==> src/rtl/av2_recon_pack_writer.sv <==
// Reconstruction write-back packer: packs multi-lane pixel beats into BUS_W words with strided row addressing.
// Optional build macro AV2_RECON_CLIP_EN selects lane clipping instead of truncation.
module av2_recon_pack_writer #(
  parameter int PIX_W    = 8,
  parameter int IN_LANES = 4,
  parameter int BUS_W    = 128,
  parameter int ADDR_W   = 32,
  parameter int DIM_W    = 16
) (
  input  logic                          clk,
  input  logic                          rst_n,
  input  logic                          start,
  input  logic [DIM_W-1:0]              blk_width,
  input  logic [DIM_W-1:0]              blk_height,
  input  logic [ADDR_W-1:0]             base_addr,
  input  logic [ADDR_W-1:0]             stride,
  input  logic                          pix_valid,
  output logic                          pix_ready,
  input  logic [IN_LANES*(PIX_W+2)-1:0] pix_data,
  output logic [BUS_W-1:0]              wr_data,
  output logic [ADDR_W-1:0]             wr_addr,
  output logic                          wr_en,
  input  logic                          wr_ready,
  output logic                          busy,
  output logic                          done
);

  localparam int LANE_W = PIX_W + 2;
  localparam int PPW    = BUS_W / PIX_W;
  localparam int BPW    = BUS_W / 8;
  localparam int BEATS  = PPW / IN_LANES;
  localparam int FILL_W = (BEATS > 1) ? $clog2(BEATS) : 1;

  typedef enum logic [1:0] {S_IDLE, S_RUN, S_DRAIN, S_DONE} state_t;

  state_t              r_state, w_state_next;
  logic [DIM_W-1:0]    r_width, r_height, r_row, r_col;
  logic [ADDR_W-1:0]   r_stride, r_row_addr, r_cur_addr;
  logic [FILL_W-1:0]   r_fill;
  logic [BUS_W-1:0]    r_acc, w_acc_next;
  logic [BUS_W-1:0]    r_wr_data;
  logic [ADDR_W-1:0]   r_wr_addr;
  logic                r_wr_en;
  logic                w_accept, w_row_end, w_word_full, w_complete, w_last_row;
  logic [DIM_W:0]      w_col_next;

  function automatic logic [PIX_W-1:0] f_lane(input logic [LANE_W-1:0] v);
`ifdef AV2_RECON_CLIP_EN
    if (v[LANE_W-1])               return '0;
    else if (|v[LANE_W-2:PIX_W])   return '1;
    else                           return v[PIX_W-1:0];
`else
    return v[PIX_W-1:0];
`endif
  endfunction

  assign pix_ready   = (r_state == S_RUN) && (!r_wr_en || wr_ready);
  assign w_accept    = pix_valid && pix_ready;
  assign w_col_next  = {1'b0, r_col} + (DIM_W+1)'(IN_LANES);
  assign w_row_end   = (w_col_next == {1'b0, r_width});
  assign w_word_full = (r_fill == FILL_W'(BEATS - 1));
  assign w_complete  = w_accept && (w_row_end || w_word_full);
  assign w_last_row  = (r_row == r_height - DIM_W'(1));

  // Lanes land in the next free slots; untouched upper slots stay zero, which is the row-end padding.
  always_comb begin
    // NOTE: every combinational output gets a default first so no latch is inferred.
    w_acc_next = r_acc;
    for (int i = 0; i < IN_LANES; i++)
      w_acc_next[(int'(r_fill)*IN_LANES + i)*PIX_W +: PIX_W] = f_lane(pix_data[i*LANE_W +: LANE_W]);
  end

  always_comb begin
    w_state_next = r_state;
    case (r_state)
      S_IDLE:  if (start) w_state_next = (blk_width == '0 || blk_height == '0) ? S_DONE : S_RUN;
      S_RUN:   if (w_accept && w_row_end && w_last_row) w_state_next = S_DRAIN;
      S_DRAIN: if (r_wr_en && wr_ready) w_state_next = S_DONE;
      S_DONE:  w_state_next = S_IDLE;
      default: w_state_next = S_IDLE;
    endcase
  end

  always_ff @(posedge clk or negedge rst_n) begin
    if (!rst_n) begin
      r_state    <= S_IDLE;
      r_width    <= '0;
      r_height   <= '0;
      r_stride   <= '0;
      r_row      <= '0;
      r_col      <= '0;
      r_fill     <= '0;
      r_acc      <= '0;
      r_row_addr <= '0;
      r_cur_addr <= '0;
      r_wr_data  <= '0;
      r_wr_addr  <= '0;
      r_wr_en    <= 1'b0;
    end else begin
      // NOTE: state registers use non-blocking assignments so every flop samples pre-edge values.
      r_state <= w_state_next;
      if (r_state == S_IDLE && start) begin
        r_width    <= blk_width;
        r_height   <= blk_height;
        r_stride   <= stride;
        r_row      <= '0;
        r_col      <= '0;
        r_fill     <= '0;
        r_acc      <= '0;
        r_row_addr <= base_addr;
        r_cur_addr <= base_addr;
      end
      if (w_complete) begin
        r_wr_data <= w_acc_next;
        r_wr_addr <= r_cur_addr;
        r_wr_en   <= 1'b1;
      end else if (wr_ready) begin
        r_wr_en <= 1'b0;
      end
      if (w_accept) begin
        if (w_complete) begin
          r_acc  <= '0;
          r_fill <= '0;
        end else begin
          r_acc  <= w_acc_next;
          r_fill <= r_fill + FILL_W'(1);
        end
        if (w_row_end) begin
          r_col      <= '0;
          r_row      <= r_row + DIM_W'(1);
          r_row_addr <= r_row_addr + r_stride;
          r_cur_addr <= r_row_addr + r_stride;
        end else begin
          r_col <= w_col_next[DIM_W-1:0];
          if (w_word_full) r_cur_addr <= r_cur_addr + ADDR_W'(BPW);
        end
      end
    end
  end

  assign wr_data = r_wr_data;
  assign wr_addr = r_wr_addr;
  assign wr_en   = r_wr_en;
  assign busy    = (r_state != S_IDLE);
  assign done    = (r_state == S_DONE);

endmodule

==> config.mk <==
export PLATFORM = sky130hd
export DESIGN_NAME = av2_recon_pack_writer
export DESIGN_NICKNAME = d
export VERILOG_FILES = /design/src/rtl/av2_recon_pack_writer.sv
export SDC_FILE = /design/constraint.sdc
export NUM_CORES = 1
export LEC_CHECK = 0
export ABC_AREA = 1
export CAP_MARGIN = 25
export CORE_ASPECT_RATIO = 0.8
export CORE_UTILIZATION = 35
export CTS_CLUSTER_DIAMETER = 200
export CTS_CLUSTER_SIZE = 24
export DETAILED_ROUTE_END_ITERATION = 10
export GPL_ROUTABILITY_DRIVEN = 0
export HOLD_SLACK_MARGIN = 0.15
export PLACE_DENSITY = 0.56
export RECOVER_POWER = 25
export SLEW_MARGIN = 30
export SYNTH_ARGS = -nofsm -noshare
export SYNTH_HDL_FRONTEND = slang
export SYNTH_SLANG_ARGS = --single-unit
==> constraint.sdc <==
create_clock -name clk -period 3.1 [get_ports clk]
set_input_delay 0.62 -clock clk [delete_from_list [all_inputs] [get_ports clk]]
set_output_delay 0.62 -clock clk [all_outputs]
set_load 0.005 [all_outputs]
==> Word-level counts from Yosys, hierarchy flattened <==
Index checks and enable logic that the tools add are counted.
{ "totals": {"regBits": 453, "in_bits": 141, "out_inout_bits": 164, "elab_cells": 91} }
{ "op_classes": {"n_addsub": 13, "eq_ne": 9, "shifts": 8, "muxes": 30, "n_reduce_logical": 18} }
{ "ops": {"columns": ["op", "count"], "rows": [
  ["128-bit bitwise mux", 4],
  ["8-bit by 33-bit variable shift with 128-bit output, first input constant", 4],
  ["8-bit by 33-bit indexed part select with 128-bit output", 4],
  ["128-bit 2-to-1 mux", 3],
  ["32-bit 2-to-1 mux", 7],
  ["8-bit negation with 33-bit output", 3],
  ["16-bit 2-to-1 mux", 6],
  ["7-bit negation with 33-bit output", 1],
  ["32-bit adder", 1],
  ["32-bit by 5-bit adder with 32-bit output, second input constant", 1],
  ["16-bit zero test", 2],
  ["16-bit by 3-bit adder with 17-bit output, second input constant", 1],
  ["17-bit by 16-bit equality test with 1-bit output", 1],
  ["16-bit by 1-bit adder with 16-bit output, second input constant", 1],
  ["16-bit equality test", 1],
  ["16-bit by 1-bit subtractor with 16-bit output, second input constant", 1],
  ["2-bit 2-to-1 mux", 7],
  ["4-bit by 2-bit adder with 5-bit output, second input constant", 2],
  ["2-bit one-hot mux with 4 select lines", 1],
  ["1-bit logical AND", 7],
  ["2-bit equality test, second input constant", 3],
  ["2-bit nonzero test", 3],
  ["4-bit by 1-bit adder with 5-bit output, second input constant", 1],
  ["2-bit != test, second input constant", 2],
  ["other kinds (8)", 11]
]} }

==> Depth between registers and ports, before layout <==
Gate-level depths: netlist of run 1.
{ "depth": {"depth_word": 8, "depth_mapped": 20} }

==> Worst setup path before layout of run 1 <==
No wires, ideal clock.
{ "synth_timing": {"kind": "register to register", "from": "register r_col[2]", "to": "register r_wr_data[16] (netlist: wr_data[16])", "setup_ns": 0.130, "arrival_ns": 2.339, "required_time_ns": 2.970, "setup_slack_ns": 0.631, "stages_incl_launch_ff": 21, "cell_sequence": "dfrtp_1 -> ha_1 -> buf_2 -> nand2_1 -> nor2_4 -> nand3_1 -> clkinv_1 -> nand2_1 -> nand2_1 -> nand2_1 -> nand2_1 -> nor2_2 -> nand3b_4 -> nor2_4 -> inv_2 -> nand2_2 -> nand2_4 -> buf_6 -> buf_2 -> nand2_1 -> o21ai_1"} }
{ "synth_between": {"elab_chain_cells": 4} }
{ "synth_rtl": {"columns": ["element", "line_no", "text"], "rows": [
  ["start, declared", "37", "logic [DIM_W-1:0] r_width, r_height, r_row, r_col;"],
  ["start signal, assigned", "134", "r_col <= w_col_next[DIM_W-1:0];"],
  ["16-bit by 3-bit adder with 17-bit output", "59", "assign w_col_next = {1'b0, r_col} + (DIM_W+1)'(IN_LANES);"],
  ["17-bit by 16-bit equality test with 1-bit output", "60", "assign w_row_end = (w_col_next == {1'b0, r_width});"],
  ["1-bit logical OR", "62", "assign w_complete = w_accept && (w_row_end || w_word_full);"],
  ["1-bit logical AND", "62", null],
  ["end signal, assigned", "114", "r_wr_data <= w_acc_next;"],
  ["end, declared", "41", "logic [BUS_W-1:0] r_wr_data;"]
]} }
No other way between the ends.
A chain may end at the register's enable or synchronous reset.

==> Final worst setup path of run 1 <==
{ "layout_timing": {"from": "register r_fill[0]", "to": "register r_wr_data[118] (netlist: wr_data[118])"} }
{ "layout_between": {"elab_chain_cells": 6, "elab_cells_between_ends": 22} }
{ "layout_rtl": {"columns": ["element", "line_no", "text"], "rows": [
  ["start, declared", "39", "logic [FILL_W-1:0] r_fill;"],
  ["start signal, assigned", "126", "r_fill <= r_fill + FILL_W'(1);"],
  ["4-bit by 1-bit adder with 5-bit output / 7-bit negation with 33-bit output (equally long branches)", "70", "w_acc_next[(int'(r_fill)*IN_LANES + i)*PIX_W +: PIX_W] = f_lane(pix_data[i*LANE_W +: LANE_W]);"],
  ["8-bit negation with 33-bit output (tied with other cells)", "70", null],
  ["8-bit by 33-bit indexed part select with 128-bit output (tied with other cells)", "70", null],
  ["128-bit bitwise mux (3 in a row)", "70", null]
]} }
Several ways; a longest one is shown, not always the timed one.

==> results of run 1 <==
## metrics by stage
stage                     utilization, %  TNS (ns)  cell area (sq um)
after floorplan                        -         0              23700
after global placement              41.6         0              27900
after detailed placement            41.6         0              27900
after CTS                           42.4         0              28500
after global routing                42.5   -0.0251              28600
final                               42.5         0              28600
## worst register-to-register path, cell delays in order (launching register included)
cell and delay, ns:
dfrtp_1 0.67, ha_2 0.33, buf_4 0.33, nand2_1 0.69
o22ai_1 0.50, nand3_1 0.23, nand2_1 0.12
## cells in the mapped netlist, drive strengths merged (3+ instances only)
| library cell | n | area share, % |
|---|---|---|
| a21o | 9 | 0.28 |
| clkbuf | 96 | 1.5 |
| nand4 | 36 | 0.95 |
| nor3 | 22 | 0.46 |
| xnor2 | 16 | 0.59 |
| ha | 46 | 2.4 |
| a31oi | 16 | 0.42 |
| o22ai | 205 | 5.4 |
| mux2i | 3 | 0.13 |
| nor2 | 151 | 2.5 |
| o21ai | 261 | 5.5 |
| a21oi | 43 | 0.91 |
| buf | 64 | 1.6 |
| xor2 | 63 | 2.3 |
| nor4 | 13 | 0.34 |
| nand3 | 186 | 3.9 |
| inv | 365 | 5.8 |
| a21boi | 6 | 0.19 |
| nand2 | 992 | 16 |
| or2 | 7 | 0.18 |
| o21bai | 5 | 0.16 |
| nand3b | 11 | 0.40 |
| dfrtp | 451 | 48 |
| o211ai | 11 | 0.35 |
## logic make-up (layout without fill, tap and decap cells)
logic type | Yosys count | count (layout)
AOI/OAI and AO/OA | 559 | 559
xor gates and xnor gates | 80 | 80
adders and majority gates | 47 | 47
buffers and inverters | 527 | 766
DFF | 451 | 451
muxes | 3 | 3
and+or+nand+nor | 1420 | 1420
## what timing repair did
action	CTS	global route
setup endpoints to repair	0	195
hold endpoints to repair	50	0
gates resized for setup	0	7
hold buffers	1	0
## power breakdown
group | switching [uW] | internal [uW] | total, uW
Clock | 2000 | 1330 | 3340
Combinational | 7150 | 4640 | 11800
Sequential | 1230 | 7570 | 8800
Total | 10400 | 13500 | 23900
## flip-flops by register name, indices dropped and copies added (netlist names)
| signal | flops |
|---|---|
| r_height | 16 |
| wr_data | 128 |
| wr_en | 1 |
| r_cur_addr | 32 |
| r_width | 16 |
| wr_addr | 32 |
| r_stride | 32 |
| r_row | 16 |
| r_state | 2 |
| r_col | 14 |
| r_acc | 128 |
| r_fill | 2 |
| r_row_addr | 32 |
## final cells by class
cell class                 count  area, sq um  share of cell area, %
inverter                     367         1390                   4.85
tap                          913         1140                   4.00
sequential                   451        11300                   39.5
clock buffer                  23          576                   2.01
timing repair buffer         375         3780                   13.2
multi-input combinational   2109        10400                   36.4
clock inverter                 1         7.51                 0.0263
## placed cells by master, fill, tap and decap left out, types with 15 or more instances in the layout
cell / instances
nor2_1: 146
ha_1: 44
nand3_1: 185
buf_4: 54
a21oi_1: 43
buf_12: 15
clkdlybuf4s50_1: 295
inv_1: 358
o21ai_0: 154
o21ai_1: 106
nand2_1: 985
o22ai_1: 205
xor2_1: 63
xnor2_1: 16
nor3_1: 22
clkbuf_16: 24
dfrtp_1: 451
nand4_1: 36
a31oi_1: 16
## routing by layer
layer	GRT usage, %	vias to the layer above	share of wire, %
met1	32.6	10200	48
li1	-	10500	-
met4	2.92	0	1.3
met3	4.67	47	7.6
met2	32.7	596	43
met5	0	-	0
## path summary, 6_finish.rpt
path	slack (ns)	end
max in group asynchronous	0.54	r_stride[16]$_DFFE_PN0P_
min	0.48	wr_data[89]$_DFFE_PN0P_
max reg2reg	0.17	wr_data[118]$_DFFE_PN0P_
max	0.17	wr_data[118]$_DFFE_PN0P_
min reg2reg	0.48	wr_data[89]$_DFFE_PN0P_
min in group asynchronous	1.07	r_stride[5]$_DFFE_PN0P_
==> summary.md, run 1 <==
| Metric | Value |
|---|---|
| Worst path top cell family by delay | `simple AND/OR/NAND/NOR gates` |
| Tmin final | `2.93 ns` |
| CP peak stage delay | `0.68 ns` |
| CTS buffer count | `22` |
| Post-CTS Setup Repair Bufs | `0` |
| DP Wirelength | `55.2 mm` |
| Routed wire length | `76.1 mm` |
| Ant. Diodes | `0` |
| Pins Over Slew Limit | `58` |
| DR pass1 iterations | `5` |
| GR Overflow Total | `0` |
| R2R Path Start | `r_fill[0]$_DFFE_PN0P_` |
| Gate Count Post-Synth | `3,087` |
| Synth unique cells | `43` |
| Worst-case vdd ir drop | `0.382 mV` |
| Status | `finished with violations` |
| Main synth FF type | `dfrtp_1` |
| CP required | `3.62 ns` |
| Skew final | `0.0216 ns` |
| Min-Delay Path Class | `flip-flop to flip-flop` |
| Relative slew slack | `-26.8%` |
| Levels on crit path | `6` |
| Max Fclk | `0.341 GHz` |
| WHS | `0.476 ns` |
| Initial Utilization | `35.3%` |
| Vias | `21,400` |
| Antenna Nets Post-Route | `0` |
| Pleak | `0.0132 uW` |
| Via density | `5.04` |
| Avg Cell Area, Syn | `7.69 sq um` |
| Setup Viol. Count Final | `0` |
| Later-pin clock latency in the skew report | `0.58 ns` |
| Crit-path cells | `ha_2 > buf_4 > nand2_1 > o22ai_1 > nand3_1 > nand2_1` |
| Failing checks | `capacitance limit, slew limit` |
| Total Nets Final | `3,514` |
| Critical path class | `flip-flop to flip-flop` |
| Filler cells | `6,883` |
| WL per Instance | `18.0 um` |
| Worst setup SP type | `flip-flop` |
| Die Y | `235 um` |
| Placed Instances | `4,213` |
| WP data arrival | `3.45 ns` |
| Post-Syn Nets | `3,275` |
| Main combinational cell family by area after synthesis | `simple AND/OR/NAND/NOR gates` |
| Critical Path Sink Type | `flip-flop` |
| Area growth, synth to finish | `20.3%` |
| Global-route usage over all layers | `21.7%` |
| CP startpoint | `r_fill[0]$_DFFE_PN0P_` |
| H-tree levels | `1` |
| Fin. Hold Viols | `0` |
| Pre-CTS setup slack | `0.147 ns` |
| Cells on Worst Hold Path | `2` |
| Clock-pin slew of the registers on the worst-case setup and hold paths | `0.10 ns` |
| Hold_sp | `wr_data[89]$_DFFE_PN0P_` |
| Die area | `0.0689 sq mm` |
| Post-Synth XOR/XNOR Area | `3.01%` |
| CTS Root Cell | `clkbuf_16` |
| Max-Cap Viols | `1` |
| Post-synth EDFFs | `0` |
| Initial drt markers | `1,794` |
| Slowest CP cell | `nand2_1` |
| Simple-gate share of the synthesized area | `24.6%` |
| Largest net degree at the start of global routing | `110` |
| Most used cell, CP | `nand2_1` |
| Slew @ Worst Pin | `1.90 ns` |
| I/O pin total | `305` |
| Crit path max fanout | `25` |
| Fin cells | `4,239` |
| Total power | `23,900 uW` |
| Reg2Reg Depth | `6` |
| Clock Path Buffers | `3` |
| Post-Syn Area | `0.0237 sq mm` |
| PwrDens | `838 mW/mm^2` |
| FF+latch count, synth | `451` |
| Warnings from Yosys | `0` |
| FFs w/ async S/R, synth | `100%` |
| Die span in x | `293 um` |
| Synth Area in Compound Gates | `13.3%` |
| CTS Sinks | `451` |
| Final setup margin | `0.171 ns` |
| Row Count | `85` |
| Vias in the first global route | `20,300` |
| IO buf count | `296` |
| First-pass GRT wire length | `119 mm` |
| CTS tree | `done` |
| Core Area | `0.0672 sq mm` |
| Residual DRC count | `0` |
| Proportion of synthesized area in mux cells | `0.126%` |
| Final period util | `94.5%` |
| Post-synthesis sequential area ratio | `47.5%` |
| Layout cells sized above 1 | `4.00%` |
| CP bufs+invs | `1` |
| Initial antenna violation count | `0` |
| Synth Area in Adders | `2.51%` |
Power figures use the tool's default switching activity.
==> run 2, diff against run 1 <==
- SLEW_MARGIN: 30 -> 5
==> results of run 2 <==
Same layout as run 1: the final DEF is identical, and so are final timing and power.
